[config.mk]
export PLATFORM = sky130hd
export DESIGN_NAME = control_pipe
export DESIGN_NICKNAME = d
export VERILOG_FILES = /design/src/rtl/ctrl_pkg.sv /design/src/rtl/control_fwd_unit.sv /design/src/rtl/control_pipe.sv
export SDC_FILE = /design/constraint.sdc
export NUM_CORES = 1
export LEC_CHECK = 0
export CORE_ASPECT_RATIO = 0.75
export CORE_MARGIN = 2
export CORE_UTILIZATION = 40
export CTS_CLUSTER_DIAMETER = 100
export DETAILED_ROUTE_END_ITERATION = 10
export PLACE_DENSITY = 0.7
export SYNTH_ARGS = -nofsm -noshare
export SYNTH_HDL_FRONTEND = slang
export SYNTH_SLANG_ARGS = --single-unit
[constraint.sdc]
create_clock -name i_clk -period 2.3 [get_ports i_clk]
set_input_delay 0.69 -clock i_clk [delete_from_list [all_inputs] [get_ports i_clk]]
set_output_delay 0.69 -clock i_clk [all_outputs]
set_load 0.02 [all_outputs]
[src/rtl/ctrl_pkg.sv]
// ctrl_pkg: shared types and constants for the decode-stage control pipeline.
//   - ex_ctrl_t / mem_ctrl_t / wb_ctrl_t: decoder control groups by consuming stage
//   - id_ex_t / ex_mem_t / mem_wb_t: contents of each pipeline boundary register
//   - *_BUBBLE: all-zero contents used to insert a bubble
//   - FWD_*: encodings of the EX operand forwarding selects
package ctrl_pkg;

  localparam int CTRL_REG_W   = 5;
  localparam int CTRL_ALUOP_W = 2;
  localparam int CTRL_OTHER_W = 4;

  typedef logic [CTRL_REG_W-1:0] reg_idx_t;

  typedef struct packed {
    logic                    regdst;
    logic                    alusrc;
    logic [CTRL_ALUOP_W-1:0] aluop;
    logic [CTRL_OTHER_W-1:0] other;
  } ex_ctrl_t;

  typedef struct packed {
    logic memread;
    logic memwrite;
    logic branch;
  } mem_ctrl_t;

  typedef struct packed {
    logic regwrite;
    logic memtoreg;
  } wb_ctrl_t;

  localparam ex_ctrl_t  EX_BUBBLE  = '0;
  localparam mem_ctrl_t MEM_BUBBLE = '0;
  localparam wb_ctrl_t  WB_BUBBLE  = '0;

  typedef struct packed {
    ex_ctrl_t  ex;
    mem_ctrl_t mem;
    wb_ctrl_t  wb;
    reg_idx_t  rs;
    reg_idx_t  rt;
    reg_idx_t  rd;
  } id_ex_t;

  typedef struct packed {
    mem_ctrl_t mem;
    wb_ctrl_t  wb;
    reg_idx_t  dst;
  } ex_mem_t;

  typedef struct packed {
    wb_ctrl_t wb;
    reg_idx_t dst;
  } mem_wb_t;

  // Bubbles also zero the register fields so they can never match anything.
  localparam id_ex_t  ID_EX_BUBBLE  = '0;
  localparam ex_mem_t EX_MEM_BUBBLE = '0;
  localparam mem_wb_t MEM_WB_BUBBLE = '0;

  localparam logic [1:0] FWD_NONE  = 2'b00;
  localparam logic [1:0] FWD_MEMWB = 2'b01;
  localparam logic [1:0] FWD_EXMEM = 2'b10;

  // Write-back destination: rd for R-type (regdst=1), rt otherwise.
  function automatic reg_idx_t resolve_dst(input id_ex_t s);
    return s.ex.regdst ? s.rd : s.rt;
  endfunction

endpackage

[src/rtl/control_fwd_unit.sv]
// control_fwd_unit: combinational load-use hazard detection and EX operand
// forwarding selection.
//   id_rs, id_rt             register fields of the instruction currently in ID
//   flush                    branch-taken kill; suppresses the stall
//   idex_memread/rs/rt       instruction in ID/EX
//   exmem_regwrite/dst       producer one stage ahead (newest)
//   memwb_regwrite/dst       producer two stages ahead (older)
//   stall                    hold PC and IF/ID, bubble into ID/EX
//   fwd_a, fwd_b             forward selects for ID/EX rs / rt
module control_fwd_unit
  import ctrl_pkg::*;
#(
  parameter int REG_W = CTRL_REG_W
) (
  input  logic [REG_W-1:0] id_rs,
  input  logic [REG_W-1:0] id_rt,
  input  logic             flush,
  input  logic             idex_memread,
  input  logic [REG_W-1:0] idex_rs,
  input  logic [REG_W-1:0] idex_rt,
  input  logic             exmem_regwrite,
  input  logic [REG_W-1:0] exmem_dst,
  input  logic             memwb_regwrite,
  input  logic [REG_W-1:0] memwb_dst,
  output logic             stall,
  output logic [1:0]       fwd_a,
  output logic [1:0]       fwd_b
);

  // Newest producer wins; register 0 is hardwired and never forwarded.
  function automatic logic [1:0] fwd_sel(
    input logic [REG_W-1:0] src,
    input logic             em_wr,
    input logic [REG_W-1:0] em_dst,
    input logic             mw_wr,
    input logic [REG_W-1:0] mw_dst
  );
    if (em_wr && (em_dst != '0) && (em_dst == src)) return FWD_EXMEM;
    if (mw_wr && (mw_dst != '0) && (mw_dst == src)) return FWD_MEMWB;
    return FWD_NONE;
  endfunction

  // A load whose result is needed by the very next instruction cannot be
  // forwarded in time; a flush kills both instructions, so no stall then.
  assign stall = idex_memread && (idex_rt != '0) &&
                 ((idex_rt == id_rs) || (idex_rt == id_rt)) && !flush;

  assign fwd_a = fwd_sel(idex_rs, exmem_regwrite, exmem_dst, memwb_regwrite, memwb_dst);
  assign fwd_b = fwd_sel(idex_rt, exmem_regwrite, exmem_dst, memwb_regwrite, memwb_dst);

endmodule

[src/rtl/control_pipe.sv]
// control_pipe: carries decoder control bundles through ID/EX, EX/MEM and
// MEM/WB, resolves the write-back destination, and produces stall and
// forwarding selects for the EX stage.
//   i_clk, i_rst             clock (rising edge), async active-high reset
//   i_regdst..i_memtoreg     decoder controls for the instruction in ID
//   i_rs, i_rt, i_rd         register fields of the instruction in ID
//   i_flush                  branch taken: kill ID/EX and EX/MEM contents
//   o_ex_*                   EX-stage controls (from ID/EX)
//   o_mem_*                  MEM-stage controls (from EX/MEM)
//   o_wb_*, o_wb_dst         WB-stage controls and destination (from MEM/WB)
//   o_stall                  load-use hazard hold request
//   o_fwd_a, o_fwd_b         EX operand forward selects
module control_pipe
  import ctrl_pkg::*;
#(
  parameter int REG_W   = CTRL_REG_W,
  parameter int ALUOP_W = CTRL_ALUOP_W,
  parameter int OTHER_W = CTRL_OTHER_W
) (
  input  logic               i_clk,
  input  logic               i_rst,
  input  logic               i_regdst,
  input  logic               i_alusrc,
  input  logic [ALUOP_W-1:0] i_aluop,
  input  logic [OTHER_W-1:0] i_other,
  input  logic               i_memread,
  input  logic               i_memwrite,
  input  logic               i_branch,
  input  logic               i_regwrite,
  input  logic               i_memtoreg,
  input  logic [REG_W-1:0]   i_rs,
  input  logic [REG_W-1:0]   i_rt,
  input  logic [REG_W-1:0]   i_rd,
  input  logic               i_flush,
  output logic               o_ex_alusrc,
  output logic [ALUOP_W-1:0] o_ex_aluop,
  output logic [OTHER_W-1:0] o_ex_other,
  output logic               o_mem_memread,
  output logic               o_mem_memwrite,
  output logic               o_mem_branch,
  output logic               o_wb_regwrite,
  output logic               o_wb_memtoreg,
  output logic [REG_W-1:0]   o_wb_dst,
  output logic               o_stall,
  output logic [1:0]         o_fwd_a,
  output logic [1:0]         o_fwd_b
);

  id_ex_t  id_ex;
  ex_mem_t ex_mem;
  mem_wb_t mem_wb;
  id_ex_t  id_next;
  logic    stall;

  assign id_next = '{
    ex:  '{regdst: i_regdst, alusrc: i_alusrc, aluop: i_aluop, other: i_other},
    mem: '{memread: i_memread, memwrite: i_memwrite, branch: i_branch},
    wb:  '{regwrite: i_regwrite, memtoreg: i_memtoreg},
    rs:  i_rs,
    rt:  i_rt,
    rd:  i_rd
  };

  control_fwd_unit #(.REG_W(REG_W)) u_fwd (
    .id_rs          (i_rs),
    .id_rt          (i_rt),
    .flush          (i_flush),
    .idex_memread   (id_ex.mem.memread),
    .idex_rs        (id_ex.rs),
    .idex_rt        (id_ex.rt),
    .exmem_regwrite (ex_mem.wb.regwrite),
    .exmem_dst      (ex_mem.dst),
    .memwb_regwrite (mem_wb.wb.regwrite),
    .memwb_dst      (mem_wb.dst),
    .stall          (stall),
    .fwd_a          (o_fwd_a),
    .fwd_b          (o_fwd_b)
  );

  // NOTE: every stage register is cleared on reset so no stale control bit
  // can write memory or the register file; non-blocking assignments let each
  // boundary sample the previous stage's old value on the same edge.
  always_ff @(posedge i_clk or posedge i_rst) begin
    if (i_rst) begin
      id_ex  <= ID_EX_BUBBLE;
      ex_mem <= EX_MEM_BUBBLE;
      mem_wb <= MEM_WB_BUBBLE;
    end else begin
      mem_wb <= '{wb: ex_mem.wb, dst: ex_mem.dst};
      if (i_flush) begin
        ex_mem <= EX_MEM_BUBBLE;
        id_ex  <= ID_EX_BUBBLE;
      end else begin
        ex_mem <= '{mem: id_ex.mem, wb: id_ex.wb, dst: resolve_dst(id_ex)};
        // On a stall the ID instruction is held upstream and re-presented.
        id_ex  <= stall ? ID_EX_BUBBLE : id_next;
      end
    end
  end

  assign o_ex_alusrc    = id_ex.ex.alusrc;
  assign o_ex_aluop     = id_ex.ex.aluop;
  assign o_ex_other     = id_ex.ex.other;
  assign o_mem_memread  = ex_mem.mem.memread;
  assign o_mem_memwrite = ex_mem.mem.memwrite;
  assign o_mem_branch   = ex_mem.mem.branch;
  assign o_wb_regwrite  = mem_wb.wb.regwrite;
  assign o_wb_memtoreg  = mem_wb.wb.memtoreg;
  assign o_wb_dst       = mem_wb.dst;
  assign o_stall        = stall;

endmodule

==> out/qor.txt, run 1 <==
status: complete, but fails checks
violated checks: setup timing
Cells after Synth: 189
root buf cell: clkbuf_8
power share of the combinational group: 18.5%
CP endpoint kind: primary output
clock latency on the worst-skew pair: 0.29 ns
max incr delay on CP: 0.56 ns
largest area contributor in the netlist: dfrtp_1
worst slew pin tran: 0.361 ns
final hold violation count: 0
Die X-Extent: 87.7 um
cell row count: 22
total track usage: 17.1%
Post-Route Skew: 0.00541 ns
Min Hold Slack: 0.351 ns
Slew HR: 75.7%
CTS tree: built
fill count: 418
VDD IR max: 261 uV
Final Setup Violations: 5
DR iter-0 viols: 94
CP cell instances: xor2_1 > or4_4 > nor4_4 > buf_4
crit path DAT: 1.88 ns
worst hold path class: reg2reg
cell family with most CP delay: simple AND/OR/NAND/NOR gates
Worst Path Max Fanout: 4
drt drc: 0
layout cell share with drive strength beyond 1: 26.5%
Post-Place Cells: 316
startpoint types: flop
Slowest-stage cell, CP: or4_4
post-route setup slack: -0.273 ns
Area Growth Syn to Fin: 45.0%
IO Pins: 53
Initial Util: 42.2%
dpl hpwl: 2990 um
core area: 0.00498 mm^2
Buf/Inv on CP: 1
sequential share of the synthesized area: 53.6%
clock buffer depth: 2
Max H-tree Level: 2
largest net degree at the start of global routing: 46
PortBufs: 52
wirelength, routed: 4340 um
Cell Int Power: 0.00136 W
net switching power figure: 0.000434 W
Final Critical Period: 2.57 ns
Pins Over Slew Limit: 0
full die area: 0.00586 mm^2
Clock power frac: 33.8%
post-synthesis cell area: 0.00210 mm^2
gp weighted congestion: 0.782
synth top area cells: dfrtp_1 (54%), nand2b_1 (8.3%), xnor2_1 (6.7%)
CTS buffer count: 5
CP Depth: 4
R2R cell count: 5
post-route ant nets: 0
Hold Path Depth: 0
first-pass GRT wire length: 7310 um
syn_nets: 220
Yosys top cell area share: 53.6%
f_max: 389 MHz
share of power burned in registers: 47.8%
fin crit share: 112%
leading cell type in the layout, fill and taps excluded: dfrtp_1
Final Instance Count excl. Fillers: 325
initial antenna violation count: 0
power per cell area: 588 mW/mm^2
CTS sink cnt: 45
P_leak: 1.37 nW
Distinct cells, synth: 22
gr ovfl total: 0
syn avg cell area: 11.1 um^2
final core occ: 61.2%
cts hold-fix bufs: 0
ant diodes: 0
drt wl/cell: 13.3 um
drt pass-1 iters: 4
vias in the first global route: 1477
DR vias/cell: 4.55
RSZ-0062 raised after global routing: yes
vias: 1479
die height: 66.8 um
clock slew at reported path FFs: 0.08 ns
maxcap violations: 0
most frequent cells in the layout: dfrtp_1 (41), clkdlybuf4s50_1 (37), nand2b_1 (28)
critical path class: reg2out
CP required: 1.61 ns
Nets: 283
synth warn: 0
Yosys reg bits: 45
post-route setup TNS: -0.995 ns
Net Sw Frac: 24.2%
state kept, by name, summed over array words and instances, names as in the netlist:
signal and cells:
id_ex 21, ex_mem 7, o_wb_dst 5, o_ex_other 4, o_ex_aluop 2, o_ex_alusrc 1
o_mem_branch 1, o_mem_memread 1, o_mem_memwrite 1, o_wb_memtoreg 1, o_wb_regwrite 1
synthesized netlist by cell type:
library cell and n:
nor2_1 5, nor2b_1 5, nand2b_1 28, dfrtp_1 45, o21a_1 1, xnor2_1 16, o22ai_1 1, xor2_1 14
clkbuf_1 6, mux2i_1 5, nand3_1 4, and2_1 1, a21oi_1 18, or4_1 5, buf_4 6, buf_2 7
o21ai_0 2, inv_1 1, a21oi_2 10, buf_6 3, nor4_1 4, nand2_1 2
layout make-up:
| type | count | area, um^2 | area share [%] |
|---|---|---|---|
| multi-input cells | 121 | 981 | 32.2 |
| clock buffers | 7 | 86.3 | 2.83 |
| repair buffers | 78 | 726 | 23.8 |
| flip-flops and latches | 45 | 1130 | 37.1 |
| clock inverters | 1 | 30.0 | 0.985 |
| well taps | 72 | 90.1 | 2.96 |
| inverters | 1 | 3.75 | 0.123 |
layer usage:
layer,wire length (um),GRT usage [%]
met4,48,5.77
met5,0,0
met3,166,3.47
met1,2010,23.1
met2,2120,27.7
per-stage QoR:
| step | instance area (um^2) | worst slack [ns] | power (W) |
|---|---|---|---|
| detailed placement | 2830 | -0.804 | 0.00118 |
| global placement | 2830 | -0.805 | 0.00118 |
| floorplan | 2150 | 0.00467 | 0.00104 |
| CTS | 3000 | -0.275 | 0.00179 |
| finish | 3050 | -0.273 | 0.00179 |
| global route | 3050 | -0.349 | 0.00187 |
path summary, 6_finish.rpt:
check | startpoint | to | slack (ns)
max | o_wb_dst[4]$_DFF_PP0_ | o_fwd_b[0] | -0.27
min | ex_mem[5]$_DFF_PP0_ | o_wb_memtoreg$_DFF_PP0_ | 0.35
max reg2reg | id_ex[7]$_DFF_PP0_ | id_ex[15]$_DFF_PP0_ | 0.51
min reg2reg | ex_mem[5]$_DFF_PP0_ | o_wb_memtoreg$_DFF_PP0_ | 0.35
max in group asynchronous | i_rst | o_wb_dst[4]$_DFF_PP0_ | 1.35
min in group asynchronous | i_rst | o_mem_branch$_DFF_PP0_ | 0.73
repair_timing:
| action | in CTS | in global routing |
|---|---|---|
| endpoints found under the setup margin | 5 | 5 |
| pin swaps | 8 | 6 |
| gates resized for setup | 45 | 10 |
| buffers inserted | 1 | 0 |
logic make-up (layout without fill, tap and decap cells):
family	Yosys count	in the layout	synth area share [%]
and+or+nand+nor	54	54	15.3
DFF	45	45	53.6
AOI/OAI and AO/OA	32	32	9.58
xor gates and xnor gates	30	30	12.5
buffers and inverters	23	87	6.67
muxes	5	5	2.38
power by group through the flow:
stage	sequential, W	combinational, W	clock (W)
6_report	0.000856	0.000331	0.000606
5_1_grt	0.000861	0.000363	0.000648
4_1_cts	0.000855	0.000325	0.000614
3_5_place_dp	0.000870	0.000311	0
3_3_place_gp	0.000869	0.000307	0
2_1_floorplan	0.000875	0.000169	0
Power figures use the tool's default switching activity.
==> inputs of run 2 (changes only) <==
--- a/config.mk
+++ b/config.mk
@@ -9,8 +9,9 @@
 export CORE_MARGIN = 2
 export CORE_UTILIZATION = 40
 export CTS_CLUSTER_DIAMETER = 100
+export CTS_CLUSTER_SIZE = 20
 export DETAILED_ROUTE_END_ITERATION = 10
-export PLACE_DENSITY = 0.7
+export PLACE_DENSITY = 0.74
 export SYNTH_ARGS = -nofsm -noshare
 export SYNTH_HDL_FRONTEND = slang
 export SYNTH_SLANG_ARGS = --single-unit
==> out/qor.txt, run 2 (synthesis gave the netlist of run 1 again) <==
Area Growth Syn to Fin: 44.4% (was 45.0%)
PortBufs: 52 (unchanged)
maxcap violations: 0 (unchanged)
Nets: 287 (was 283)
Die X-Extent: 87.7 um (unchanged)
worst slew pin tran: 0.356 ns (was 0.361 ns)
Power Total: 0.00166 W (was 0.00179 W)
core area: 0.00498 mm^2 (unchanged)
f_max: 390 MHz (was 389 MHz)
Post-Route Skew: 0.00860 ns (was 0.00541 ns)
first-pass GRT wire length: 7220 um (was 7310 um)
Initial Util: 42.2% (unchanged)
initial antenna violation count: 0 (unchanged)
vias in the first global route: 1465 (was 1477)
ant diodes: 0 (unchanged)
largest net degree at the start of global routing: 46 (unchanged)
fill count: 415 (was 418)
drt pass-1 iters: 4 (unchanged)
Final Instance Count excl. Fillers: 329 (was 325)
startpoint types: flop (unchanged)
final hold violation count: 0 (unchanged)
Buf/Inv on CP: 1 (unchanged)
CP endpoint kind: primary output (unchanged)
Post-Place Cells: 318 (was 316)
VDD IR max: 406 uV (was 261 uV)
Slew HR: 76.2% (was 75.7%)
placed cell area: 0.00285 mm^2 (was 0.00283 mm^2)
CP cell instances: xor2_1 > or4_4 > nor4_4 > buf_4 (unchanged)
CTS sink cnt: 45 (unchanged)
post-route ant nets: 0 (unchanged)
DR vias/cell: 4.51 (was 4.55)
P_leak: 1.37 nW (about the same)
drt wl/cell: 13.3 um (about the same)
gp weighted congestion: 0.773 (was 0.782)
clock latency on the worst-skew pair: 0.31 ns (was 0.29 ns)
DR iter-0 viols: 91 (was 94)
Max H-tree Level: 2 (unchanged)
clock slew at reported path FFs: 0.08 ns (about the same)
multi-input combinational cell area: 982 um^2 (was 981 um^2)
leading cell type in the layout, fill and taps excluded: dfrtp_1 (unchanged)
Largest Register: id_ex (unchanged)
Slowest-stage cell, CP: or4_4 (unchanged)
max incr delay on CP: 0.55 ns (was 0.56 ns)
full die area: 0.00586 mm^2 (unchanged)
status: complete, but fails checks (unchanged)
Largest register FFs: 21 (unchanged)
drt drc: 0 (unchanged)
cts hold-fix bufs: 0 (unchanged)
vias: 1483 (was 1479)
fin crit share: 112% (about the same)
layout cell share with drive strength beyond 1: 29.2% (was 26.5%)
Worst Path Max Fanout: 2 (was 4)
Reg area: 0.00113 mm^2 (about the same)
most frequent cells in the layout: dfrtp_1 (40), clkdlybuf4s50_1 (37), buf_4 (32) (was dfrtp_1 (41), clkdlybuf4s50_1 (37), nand2b_1 (28))
RSZ-0062 raised after global routing: yes (unchanged)
Final Setup Violations: 5 (unchanged)
gr ovfl total: 0 (unchanged)
dpl hpwl: 3000 um (was 2990 um)
crit path DAT: 1.88 ns (about the same)
CTS tree: built (unchanged)
die height: 66.8 um (unchanged)
cell family with most CP delay: simple AND/OR/NAND/NOR gates (unchanged)
CP required: 1.61 ns (about the same)
IO Pins: 53 (unchanged)
Final Critical Period: 2.57 ns (about the same)
critical path class: reg2out (unchanged)
Pins Over Slew Limit: 0 (unchanged)
root buf cell: clkbuf_8 (unchanged)
cell row count: 22 (unchanged)
post-route setup slack: -0.266 ns (was -0.273 ns)
total track usage: 16.7% (was 17.1%)
CTS buffer count: 5 (unchanged)
worst hold path class: reg2reg (unchanged)
final core occ: 60.9% (was 61.2%)
violated checks: setup timing (unchanged)
wirelength, routed: 4380 um (was 4340 um)
clock buffer depth: 2 (unchanged)
power per cell area: 548 mW/mm^2 (was 588 mW/mm^2)
final instance area: 0.00304 mm^2 (was 0.00305 mm^2)
-- run 2: cell count changes in the layout (fill, tap and decap cells not counted), moves of 2 or more --
cell      before  now
clkinv_2       0    2
buf_6          4    2
xnor2_2        1    6
buf_4         26   32
xnor2_4        2    0
xnor2_1       13   10
-- run 2: routing by layer --
layer | part of all wire [%] | GRT usage (%)
met1 | 45 | 22.4
met2 | 49 | 26.7
met3 | 4.0 | 4.58
met4 | 1.2 | 4.62
met5 | 0 | 0
-- run 2: power by group --
group          switching, W  total (W)  internal, W
Combinational      0.000157   0.000334     0.000176
Clock              0.000264   0.000474     0.000211
Sequential        0.0000260   0.000856     0.000830
-- run 2: worst register-to-register path, cell delays in order (launching register included) --
cell	delay, ns
dfrtp_1	0.42
buf_4	0.18
or4_1	0.51
o21a_1	0.20
buf_4	0.25
a21oi_1	0.21
-- run 2: layout make-up --
type / count / share of cell area [%]
clock buffer: 6 / 2.39
clock inverter: 2 / 0.330
inverter: 1 / 0.124
multi-input combinational: 121 / 32.4
sequential: 45 / 37.3
tap: 72 / 2.97
timing repair buffer: 82 / 24.5
-- run 2: repair_timing --
item / 4_1_cts / 5_1_grt
pin swaps: 9 / 2
resized for setup: 52 / 3
setup buffers: 2 / 1
endpoints found under the setup margin: 5 / 5
-- run 2: path summary, 6_finish.rpt --
kind	startpoint	to	slack, ns	cells after the start
max in group asynchronous	i_rst	o_wb_dst[0]$_DFF_PP0_	1.35	3
min	ex_mem[5]$_DFF_PP0_	o_wb_memtoreg$_DFF_PP0_	0.36	0
min in group asynchronous	i_rst	ex_mem[0]$_DFF_PP0_	0.74	3
max	id_ex[7]$_DFF_PP0_	o_fwd_b[0]	-0.27	4
min reg2reg	ex_mem[5]$_DFF_PP0_	o_wb_memtoreg$_DFF_PP0_	0.36	0
max reg2reg	id_ex[7]$_DFF_PP0_	id_ex[14]$_DFF_PP0_	0.46	5
-- run 2: through the flow --
stage               setup slack [ns]  hold slack (ns)  TNS [ns]
floorplan                    0.00467            0.331         0
global placement              -0.809            0.333     -2.29
detailed placement            -0.816            0.341     -2.38
CTS                           -0.273            0.359    -0.999
global route                  -0.346            0.373     -1.28
finish                        -0.266            0.355    -0.969
==> inputs of run 3 (changes only) <==
--- a/config.mk
+++ b/config.mk
@@ -5,13 +5,13 @@
 export SDC_FILE = /design/constraint.sdc
 export NUM_CORES = 1
 export LEC_CHECK = 0
-export CORE_ASPECT_RATIO = 0.75
+export CORE_ASPECT_RATIO = 0.6
 export CORE_MARGIN = 2
 export CORE_UTILIZATION = 40
 export CTS_CLUSTER_DIAMETER = 100
 export CTS_CLUSTER_SIZE = 20
 export DETAILED_ROUTE_END_ITERATION = 10
-export PLACE_DENSITY = 0.74
+export PLACE_DENSITY = 0.66
 export SYNTH_ARGS = -nofsm -noshare
 export SYNTH_HDL_FRONTEND = slang
 export SYNTH_SLANG_ARGS = --single-unit
==> out/qor.txt, run 3 (synthesis gave the netlist of run 1 again) <==
CTS sink cnt: 45 (unchanged)
Slew HR: 75.2% (was 76.2%)
startpoint types: flop (unchanged)
fill count: 432 (was 415)
fin crit share: 111% (was 112%)
Final Instance Count excl. Fillers: 327 (was 329)
PortBufs: 52 (unchanged)
cell row count: 20 (was 22)
Post-Place Cells: 313 (was 318)
DR iter-0 viols: 39 (was 91)
die height: 60.2 um (was 66.8 um)
drt wl/cell: 13.6 um (was 13.3 um)
Max H-tree Level: 2 (unchanged)
final instance area: 0.00311 mm^2 (was 0.00304 mm^2)
multi-input combinational cell area: 982 um^2 (unchanged)
Largest register FFs: 21 (unchanged)
maxcap violations: 0 (unchanged)
gr ovfl total: 0 (unchanged)
total track usage: 16.7% (about the same)
Final Critical Period: 2.56 ns (was 2.57 ns)
gp weighted congestion: 0.796 (was 0.773)
largest net degree at the start of global routing: 38 (was 46)
share of power burned in registers: 47.3% (was 51.4%)
post-route setup slack: -0.264 ns (was -0.266 ns)
clock slew at reported path FFs: 0.08 ns (about the same)
VDD IR max: 328 uV (was 406 uV)
Buf/Inv on CP: 1 (unchanged)
Reg area: 0.00113 mm^2 (unchanged)
root buf cell: clkbuf_8 (unchanged)
P_leak: 1.42 nW (was 1.37 nW)
Power Total: 0.00181 W (was 0.00166 W)
DR vias/cell: 4.63 (was 4.51)
net switching power figure: 0.000446 W (was 0.000447 W)
placed cell area: 0.00285 mm^2 (unchanged)
vias in the first global route: 1486 (was 1465)
power share of the combinational group: 18.9% (was 20.1%)
power per cell area: 582 mW/mm^2 (was 548 mW/mm^2)
Initial Util: 41.6% (was 42.2%)
Die X-Extent: 97.6 um (was 87.7 um)
core area: 0.00505 mm^2 (was 0.00498 mm^2)
CP required: 1.61 ns (about the same)
Post-Route Skew: 0.00331 ns (was 0.00860 ns)
worst hold path class: reg2reg (unchanged)
Final Setup Violations: 5 (unchanged)
critical path class: reg2out (unchanged)
RSZ-0062 raised after global routing: yes (unchanged)
full die area: 0.00587 mm^2 (was 0.00586 mm^2)
clock latency on the worst-skew pair: 0.29 ns (was 0.31 ns)
f_max: 390 MHz (about the same)
Nets: 291 (was 287)
CTS buffer count: 5 (unchanged)
max incr delay on CP: 0.53 ns (was 0.55 ns)
Worst Path Max Fanout: 2 (unchanged)
drt drc: 0 (unchanged)
leading cell type in the layout, fill and taps excluded: dfrtp_1 (unchanged)
Area Growth Syn to Fin: 48.2% (was 44.4%)
CP endpoint kind: primary output (unchanged)
final hold violation count: 0 (unchanged)
post-route ant nets: 0 (unchanged)
Net Sw Frac: 24.6% (was 26.9%)
crit path DAT: 1.87 ns (was 1.88 ns)
violated checks: setup timing (unchanged)
most frequent cells in the layout: dfrtp_1 (40), clkdlybuf4s50_1 (37), buf_4 (32) (unchanged)
Clock power frac: 33.9% (was 28.5%)
CTS tree: built (unchanged)
drt pass-1 iters: 4 (unchanged)
cell family with most CP delay: simple AND/OR/NAND/NOR gates (unchanged)
Cell Int Power: 0.00137 W (was 0.00122 W)
Slowest-stage cell, CP: or4_4 (unchanged)
vias: 1514 (was 1483)
layout cell share with drive strength beyond 1: 30.7% (was 29.2%)
IO Pins: 53 (unchanged)
status: complete, but fails checks (unchanged)
Largest Register: id_ex (unchanged)
initial antenna violation count: 0 (unchanged)
dpl hpwl: 3210 um (was 3000 um)
CP cell instances: xor2_1 > or4_4 > nor4_4 > buf_4 (unchanged)
Pins Over Slew Limit: 0 (unchanged)
worst slew pin tran: 0.371 ns (was 0.356 ns)
ant diodes: 0 (unchanged)
wirelength, routed: 4450 um (was 4380 um)
first-pass GRT wire length: 7450 um (was 7220 um)
clock buffer depth: 2 (unchanged)
[run 3: what timing repair did]
item                       4_1_cts  5_1_grt
setup buffers                    5        1
setup endpoints to repair        5        5
pin swaps                       12        9
cloned                           0        0
hold buffers                     0        0
gates resized for setup         47       12
[run 3: layout make-up]
type / instances / area share, %
clock buffers: 6 / 2.65
well taps: 66 / 2.65
clock inverters: 2 / 1.21
inverters: 1 / 0.121
repair buffers: 86 / 25.5
flip-flops and latches: 45 / 36.4
multi-input cells: 121 / 31.5
[run 3: through the flow]
stage,TNS (ns),hold WS (ns),util [%],setup slack (ns)
after floorplan,0,0.331,-,0.00467
after global placement,-2.43,0.332,56.3,-0.793
after detailed placement,-2.57,0.337,56.3,-0.797
after CTS,-1.16,0.356,60.4,-0.281
after global routing,-1.37,0.364,61.6,-0.341
final,-1.03,0.351,61.6,-0.264
[run 3: final timing paths]
path                                     startpoint                       to  slack, ns  cells after the start
worst max register to register   id_ex[9]$_DFF_PP0_      id_ex[13]$_DFF_PP0_       0.47                      7
worst max-delay path             id_ex[9]$_DFF_PP0_               o_fwd_b[0]      -0.26                      4
min in group asynchronous                     i_rst   o_mem_branch$_DFF_PP0_       0.69                      2
max in group asynchronous                     i_rst       id_ex[7]$_DFF_PP0_       1.13                      3
worst min-delay path            ex_mem[5]$_DFF_PP0_  o_wb_memtoreg$_DFF_PP0_       0.35                      0
worst min register to register  ex_mem[5]$_DFF_PP0_  o_wb_memtoreg$_DFF_PP0_       0.35                      0
[run 3: power by group through the flow]
stage | clock, W | sequential, W | combinational, W
CTS | 0.000629 | 0.000857 | 0.000333
finish | 0.000614 | 0.000857 | 0.000342
global placement | 0 | 0.000870 | 0.000310
global route | 0.000670 | 0.000863 | 0.000369
floorplan | 0 | 0.000875 | 0.000169
detailed placement | 0 | 0.000871 | 0.000314
[run 3: metal layers]
| layer | part of all wire, % | GRT usage (%) |
|---|---|---|
| met2 | 45 | 25.1 |
| met5 | 0 | 0 |
| met3 | 4.7 | 4.09 |
| met4 | 0.88 | 5.36 |
| met1 | 49 | 24.0 |
[run 3: worst register-to-register path, stage by stage (launching register included)]
cell	delay (ns)
dfrtp_1	0.44
buf_6	0.15
buf_4	0.13
xnor2_1	0.14
nand3_1	0.12
o22ai_2	0.20
buf_4	0.36
a21oi_1	0.15
